===== src/rtl/insn_fetch_ctrl.sv =====
// Instruction fetch sequencer and memory-port arbiter.
// After reset, the loader owns the single-port instruction memory.
// Once the loader marks its last word, the block streams sequential reads from pc
// to the decode stage. The stream uses a valid/ready handshake backed by a
// 2-entry response FIFO.
module insn_fetch_ctrl #(
  parameter int unsigned          ADDR_W   = 10,
  parameter int unsigned          DATA_W   = 32,
  parameter logic [ADDR_W-1:0]    RESET_PC = '0
) (
  input  logic              clk,
  input  logic              rst_n,
  input  logic              ld_valid,
  output logic              ld_ready,
  input  logic [ADDR_W-1:0] ld_addr,
  input  logic [DATA_W-1:0] ld_data,
  input  logic              ld_last,
  input  logic              redirect_valid,
  input  logic [ADDR_W-1:0] redirect_pc,
  output logic              mem_en,
  output logic              mem_we,
  output logic [ADDR_W-1:0] mem_addr,
  output logic [DATA_W-1:0] mem_wdata,
  input  logic [DATA_W-1:0] mem_rdata,
  output logic              insn_valid,
  input  logic              insn_ready,
  output logic [DATA_W-1:0] insn_out,
  output logic [ADDR_W-1:0] insn_pc,
  output logic [ADDR_W-1:0] pc_out,
  output logic              loading
);

  typedef enum logic {
    ST_LOAD  = 1'b0,
    ST_FETCH = 1'b1
  } state_t;

  state_t             state_q, state_d;
  logic [ADDR_W-1:0]  pc_q, pc_d;
  logic               pending_q, pending_d;
  logic [ADDR_W-1:0]  pend_pc_q, pend_pc_d;
  logic [1:0]         occ_q, occ_d;
  logic               rd_ptr_q, rd_ptr_d;
  logic               wr_ptr_q, wr_ptr_d;
  logic [DATA_W-1:0]  fifo_data_q [2];
  logic [DATA_W-1:0]  fifo_data_d [2];
  logic [ADDR_W-1:0]  fifo_pc_q [2];
  logic [ADDR_W-1:0]  fifo_pc_d [2];

  logic               pop;
  logic               push;
  logic               issue;
  logic [2:0]         fill_lvl;

  assign insn_valid = (occ_q != 2'd0);
  assign insn_out   = fifo_data_q[rd_ptr_q];
  assign insn_pc    = fifo_pc_q[rd_ptr_q];
  assign pc_out     = pc_q;

  // Handshake terms and projected FIFO fill used by the issue rule.
  always_comb begin
    pop      = insn_valid && insn_ready;
    push     = pending_q;
    fill_lvl = {1'b0, occ_q} + {2'b00, pending_q} - {2'b00, pop};
  end

  // Next-state, memory-port muxing and FIFO bookkeeping.
  always_comb begin
    state_d     = state_q;
    pc_d        = pc_q;
    pending_d   = 1'b0;
    pend_pc_d   = pend_pc_q;
    occ_d       = occ_q;
    rd_ptr_d    = rd_ptr_q;
    wr_ptr_d    = wr_ptr_q;
    fifo_data_d = fifo_data_q;
    fifo_pc_d   = fifo_pc_q;
    ld_ready    = 1'b0;
    loading     = 1'b0;
    mem_en      = 1'b0;
    mem_we      = 1'b0;
    mem_addr    = pc_q;
    mem_wdata   = '0;
    issue       = 1'b0;

    unique case (state_q)
      ST_LOAD: begin
        ld_ready = 1'b1;
        loading  = 1'b1;
        if (ld_valid) begin
          mem_en    = 1'b1;
          mem_we    = 1'b1;
          mem_addr  = ld_addr;
          mem_wdata = ld_data;
          if (ld_last) begin
            state_d = ST_FETCH;
            pc_d    = RESET_PC;
          end
        end
      end
      ST_FETCH: begin
        if (redirect_valid) begin
          // Flush: drop buffered and in-flight responses and restart at the target.
          pc_d     = redirect_pc;
          occ_d    = 2'd0;
          rd_ptr_d = 1'b0;
          wr_ptr_d = 1'b0;
        end else begin
          issue = (fill_lvl <= 3'd1);
          if (push) begin
            fifo_data_d[wr_ptr_q] = mem_rdata;
            fifo_pc_d[wr_ptr_q]   = pend_pc_q;
            wr_ptr_d              = ~wr_ptr_q;
          end
          if (pop) begin
            rd_ptr_d = ~rd_ptr_q;
          end
          occ_d = occ_q + {1'b0, push} - {1'b0, pop};
          if (issue) begin
            mem_en    = 1'b1;
            mem_addr  = pc_q;
            pending_d = 1'b1;
            pend_pc_d = pc_q;
            pc_d      = pc_q + ADDR_W'(1);
          end
        end
      end
      default: state_d = ST_LOAD;
    endcase

    // The memory port stays idle while reset is asserted, regardless of loader inputs.
    if (!rst_n) begin
      mem_en = 1'b0;
      mem_we = 1'b0;
    end
  end

  // State, pc, in-flight tracking and response FIFO registers.
  always_ff @(posedge clk or negedge rst_n) begin
    if (!rst_n) begin
      state_q   <= ST_LOAD;
      pc_q      <= RESET_PC;
      pending_q <= 1'b0;
      pend_pc_q <= '0;
      occ_q     <= 2'd0;
      rd_ptr_q  <= 1'b0;
      wr_ptr_q  <= 1'b0;
      for (int unsigned i = 0; i < 2; i++) begin
        fifo_data_q[i] <= '0;
        fifo_pc_q[i]   <= '0;
      end
    end else begin
      state_q   <= state_d;
      pc_q      <= pc_d;
      pending_q <= pending_d;
      pend_pc_q <= pend_pc_d;
      occ_q     <= occ_d;
      rd_ptr_q  <= rd_ptr_d;
      wr_ptr_q  <= wr_ptr_d;
      for (int unsigned i = 0; i < 2; i++) begin
        fifo_data_q[i] <= fifo_data_d[i];
        fifo_pc_q[i]   <= fifo_pc_d[i];
      end
    end
  end

endmodule


===== config.mk =====
export PLATFORM = sky130hd
export DESIGN_NAME = insn_fetch_ctrl
export DESIGN_NICKNAME = d
export VERILOG_FILES = /design/src/rtl/insn_fetch_ctrl.sv
export SDC_FILE = /design/constraint.sdc
export NUM_CORES = 1
export LEC_CHECK = 0
export ABC_AREA = 1
export CELL_PAD_IN_SITES_DETAIL_PLACEMENT = 0
export CELL_PAD_IN_SITES_GLOBAL_PLACEMENT = 1
export CORE_MARGIN = 1
export CORE_UTILIZATION = 35
export CTS_BUF_LIST = sky130_fd_sc_hd__clkbuf_4
export DETAILED_ROUTE_END_ITERATION = 12
export DONT_BUFFER_PORTS = 1
export GPL_ROUTABILITY_DRIVEN = 0
export PLACE_DENSITY = 0.7
export SLEW_MARGIN = 20
export SYNTH_ARGS = -nofsm -noshare
export SYNTH_HDL_FRONTEND = slang
export SYNTH_SLANG_ARGS = --single-unit
export TNS_END_PERCENT = 10

===== constraint.sdc =====
create_clock -name clk -period 2.6 [get_ports clk]
set_input_delay 0.52 -clock clk [delete_from_list [all_inputs] [get_ports clk]]
set_output_delay 0.52 -clock clk [all_outputs]
set_load 0.05 [all_outputs]

==> metrics.md <==
| Metric | Value |
|---|---|
| Status | `complete, but fails checks` |
| Failing checks | `negative hold slack, negative setup slack` |
| Final worst slack | `-0.452 ns` |
| Area delta synth->final | `20.6%` |
| Post-layout min period | `3.05 ns` |
| Mux cell area share after synthesis | `0.00179` |
| WL/cell | `14.5 um` |
| Final cell count without fillers | `1043` |
| Synth cell count leaders | `nand2_1, dfrtp_1, inv_1, nor2_1, o21ai_1` |
| Post-synth top area share | `0.491` |
| Via count | `4950` |
| Worst Hold Class | `in2async` |
| Antenna violations before repair | `1` |
| FF+latch count, synth | `110` |
| 1st-pass router iterations | `6` |
| TritonCTS Sinks | `110` |
| HPWL Detailed | `around 11 mm` |
| IO Port Bufs | `0` |
| Via count of the first global-routing pass | `4685` |
| Pin count of the biggest net entering global routing | `112` |
| Average size of a mapped cell | `7.62 um2` |
| Final Hold Vio Count | `110` |
| Layout cell share with drive strength beyond 1 | `0.223` |
| Slew HR | `0.584` |
| Power consumption | `9.06 mW` |
| CTS tree | `yes` |
| Global-route wire length before repair | `23.8 mm` |
| Multi-input combinational cell area | `2390 um2` |
| Final setup violating endpoints | `12` |
| Synth Area in Adders | `0.0103` |
| RSZ-0062 raised after global routing | `true` |
| Worst Clk Skew | `approximately 0.013 ns` |
| Post-layout util | `0.438` |
| Crit. End Element | `primary output` |
| F_max | `328 MHz` |
| Syn_nets | `just over 800` |
| Max_cap viols | `0` |
| Initial Util | `0.363` |
| Iteration-0 DRC count of the detailed router | `236` |
| Worst Tran Pin Value | `roughly 0.62 ns` |
| Cell taking the most area after synthesis | `dfrtp_1` |
| Filler cell count | `1588` |
| Asr flop ratio synth | `1.00` |
| CP max FO | `2` |
| Die area | `16500 um2` |
| CTS Buf Count | `9` |
| Reg-to-reg slack, setup | `-0.42 ns` |
| Core area | `15400 um2` |
| Slew Limit Fails | `0` |
| Tot GR Track Use | `0.188` |
| Compound-Gate Fraction of Synth Area | `0.126` |
| Static leakage | `3.63 nW` |
| Min Hold Slack | `-0.279 ns` |
| Setup tns final | `-4.74 ns` |
| Max VDD drop | `0.637 mV` |
| Post-Synthesis Cell Area | `5610 um2` |
| Worst Setup Path Type | `reg2out` |
| # rows | `45` |
| Clk buf depth | `2` |
| Distinct cells, synth | `25` |
| Pwr/cell area | `about 1300 nW/um2` |
| Top FF cell, synth | `dfrtp_1` |
| Number of synthesized flops with an enable pin | `0` |
| I/O pin cnt | `189` |
| Die W | `129 um` |
| Critical Path RT | `around 2.1 ns` |
| Most common cell in the netlist | `nand2_1` |
| Post-Route WL | `about 15 mm` |
| Remaining antenna violation count | `0` |
| R2R cell count | `21` |
| Fin area | `6760 um2` |
| Post-Place Cells | `1017` |
| Worst slack, placed | `-0.0149 ns` |
| Startpoint types | `flop` |
| DRC | `0` |
| Reg clk slew, reported paths | `0.16 ns` |
| Insertion delay to the later sink of the worst-skew pair | `0.47 ns` |
| Synth Area in Simple Gates | `0.275` |
| Register Area | `2750 um2` |
| Capturing point of the worst reg2reg path | `pend_pc_q[5]` |
| Main combinational cell family by area after synthesis | `simple AND/OR/NAND/NOR gates` |
| H-Tree Level Count | `3` |
| Tcrit/Tclk final | `1.17` |
| CP arrival | `2.53 ns` |
| Ranking of synthesized cells by area | `dfrtp_1, nand2_1, o21ai_2` |
| Xor/xnor share of the synthesized area | `0` |
| GR Overflow Total | `0` |
| YS warnings | `0` |
| Fin nets | `921` |
| Synthesized netlist cell count | `736` |
| Root Buffer | `clkbuf_4` |
| Vert. Die Dim | `129 um` |
| Via density | `roughly 4.7` |
| Sequential fraction of the synthesis area | `0.491` |
| Cell Area, Placed | `between 6000 and 7000 um2` |
| R2R Path Start | `occ_q[1]` |
critical path, cell delays in order, from the launching register on:
cell and delay [ns]:
dfrtp_1 0.42, inv_2 0.11, nand2_8 0.06, nand2_4 0.07, inv_4 0.04, ha_4 0.20
inv_2 0.06, ha_4 0.12, inv_2 0.03, fa_1 0.40, nand2_2 0.09, nand4_2 0.14
a21oi_4 0.18, buf_12 0.15
repair_timing:
action | 4_1_cts | 5_1_grt
cloned | 0 | 0
hold endpoints to repair | 110 | 110
pin swaps | 5 | 0
setup buffers | 10 | 0
setup endpoints to repair | 1 | 12
gates resized for setup | 3 | 3
cells in the final DEF (no fill, tap or decap):
master        n
mux2i_1       1
a21oi_1      11
nand2_1     308
inv_6         1
buf_4       117
a21oi_4       1
nand2_4       1
nor2_8        1
o21ai_0      20
buf_12        4
nand3b_4      1
dfrtp_1     110
o22ai_1       1
inv_4         2
nand4_2       1
clkinv_2      1
clkbuf_4     12
ha_4          2
buf_8         1
nand4_1       2
inv_2         4
nand2_8       1
nand2_2       1
nor2_1       61
fa_1          1
diode_2       1
clkinv_1      1
nand3_1      14
ha_1          1
inv_1        63
o21ai_1      52
clkinvlp_4    1
nand3_4       1
o21ai_2      32
flip-flops by register name, indices dropped and copies added (netlist names):
name	flops
fifo_data_q	64
fifo_pc_q	20
pc_out	10
pend_pc_q	10
occ_q	2
pending_q	1
rd_ptr_q	1
state_q	1
wr_ptr_q	1
power breakdown:
part / internal [mW] / switching (mW) / total (mW)
logic: 1.66 / 3.69 / 5.35
registers: 2.46 / 0.484 / 2.94
clock network: 0.227 / 0.544 / 0.772
logic make-up after synthesis:
family                   after synthesis
AND/OR/NAND/NOR                      392
flip-flops                           110
adder cells (fa/ha/maj)                4
multiplexers                           1
AO/OA/AOI/OAI                        117
buffers and inverters                112
how the worst max path moves through the flow:
stage	cells after the start	slack, ns	endpoint	from
2_1_floorplan	12	-0.22	mem_en	occ_q[1]
5_1_grt	13	-0.59	mem_en	occ_q[1]
3_3_place_gp	13	0.04	mem_en	occ_q[1]
3_5_place_dp	13	-0.01	mem_en	occ_q[1]
6_report	13	-0.45	mem_en	occ_q[1]
4_1_cts	12	-0.49	mem_en	occ_q[1]
area by class of cell:
class	instances	area share
Multi-Input combinational cell	514	0.353
Sequential cell	110	0.407
Tap cell	211	0.0391
Inverter	70	0.0396
Timing Repair Buffer	122	0.144
Clock inverter	3	0.00315
Antenna cell	1	0.000370
Clock buffer	12	0.0133
routing by layer:
layer  track usage  part of all wire
met1         0.227              0.43
met2         0.322              0.48
met3        0.0545             0.073
met4        0.0574             0.018
met5             0                 0
(Power assumes the default switching activity.)
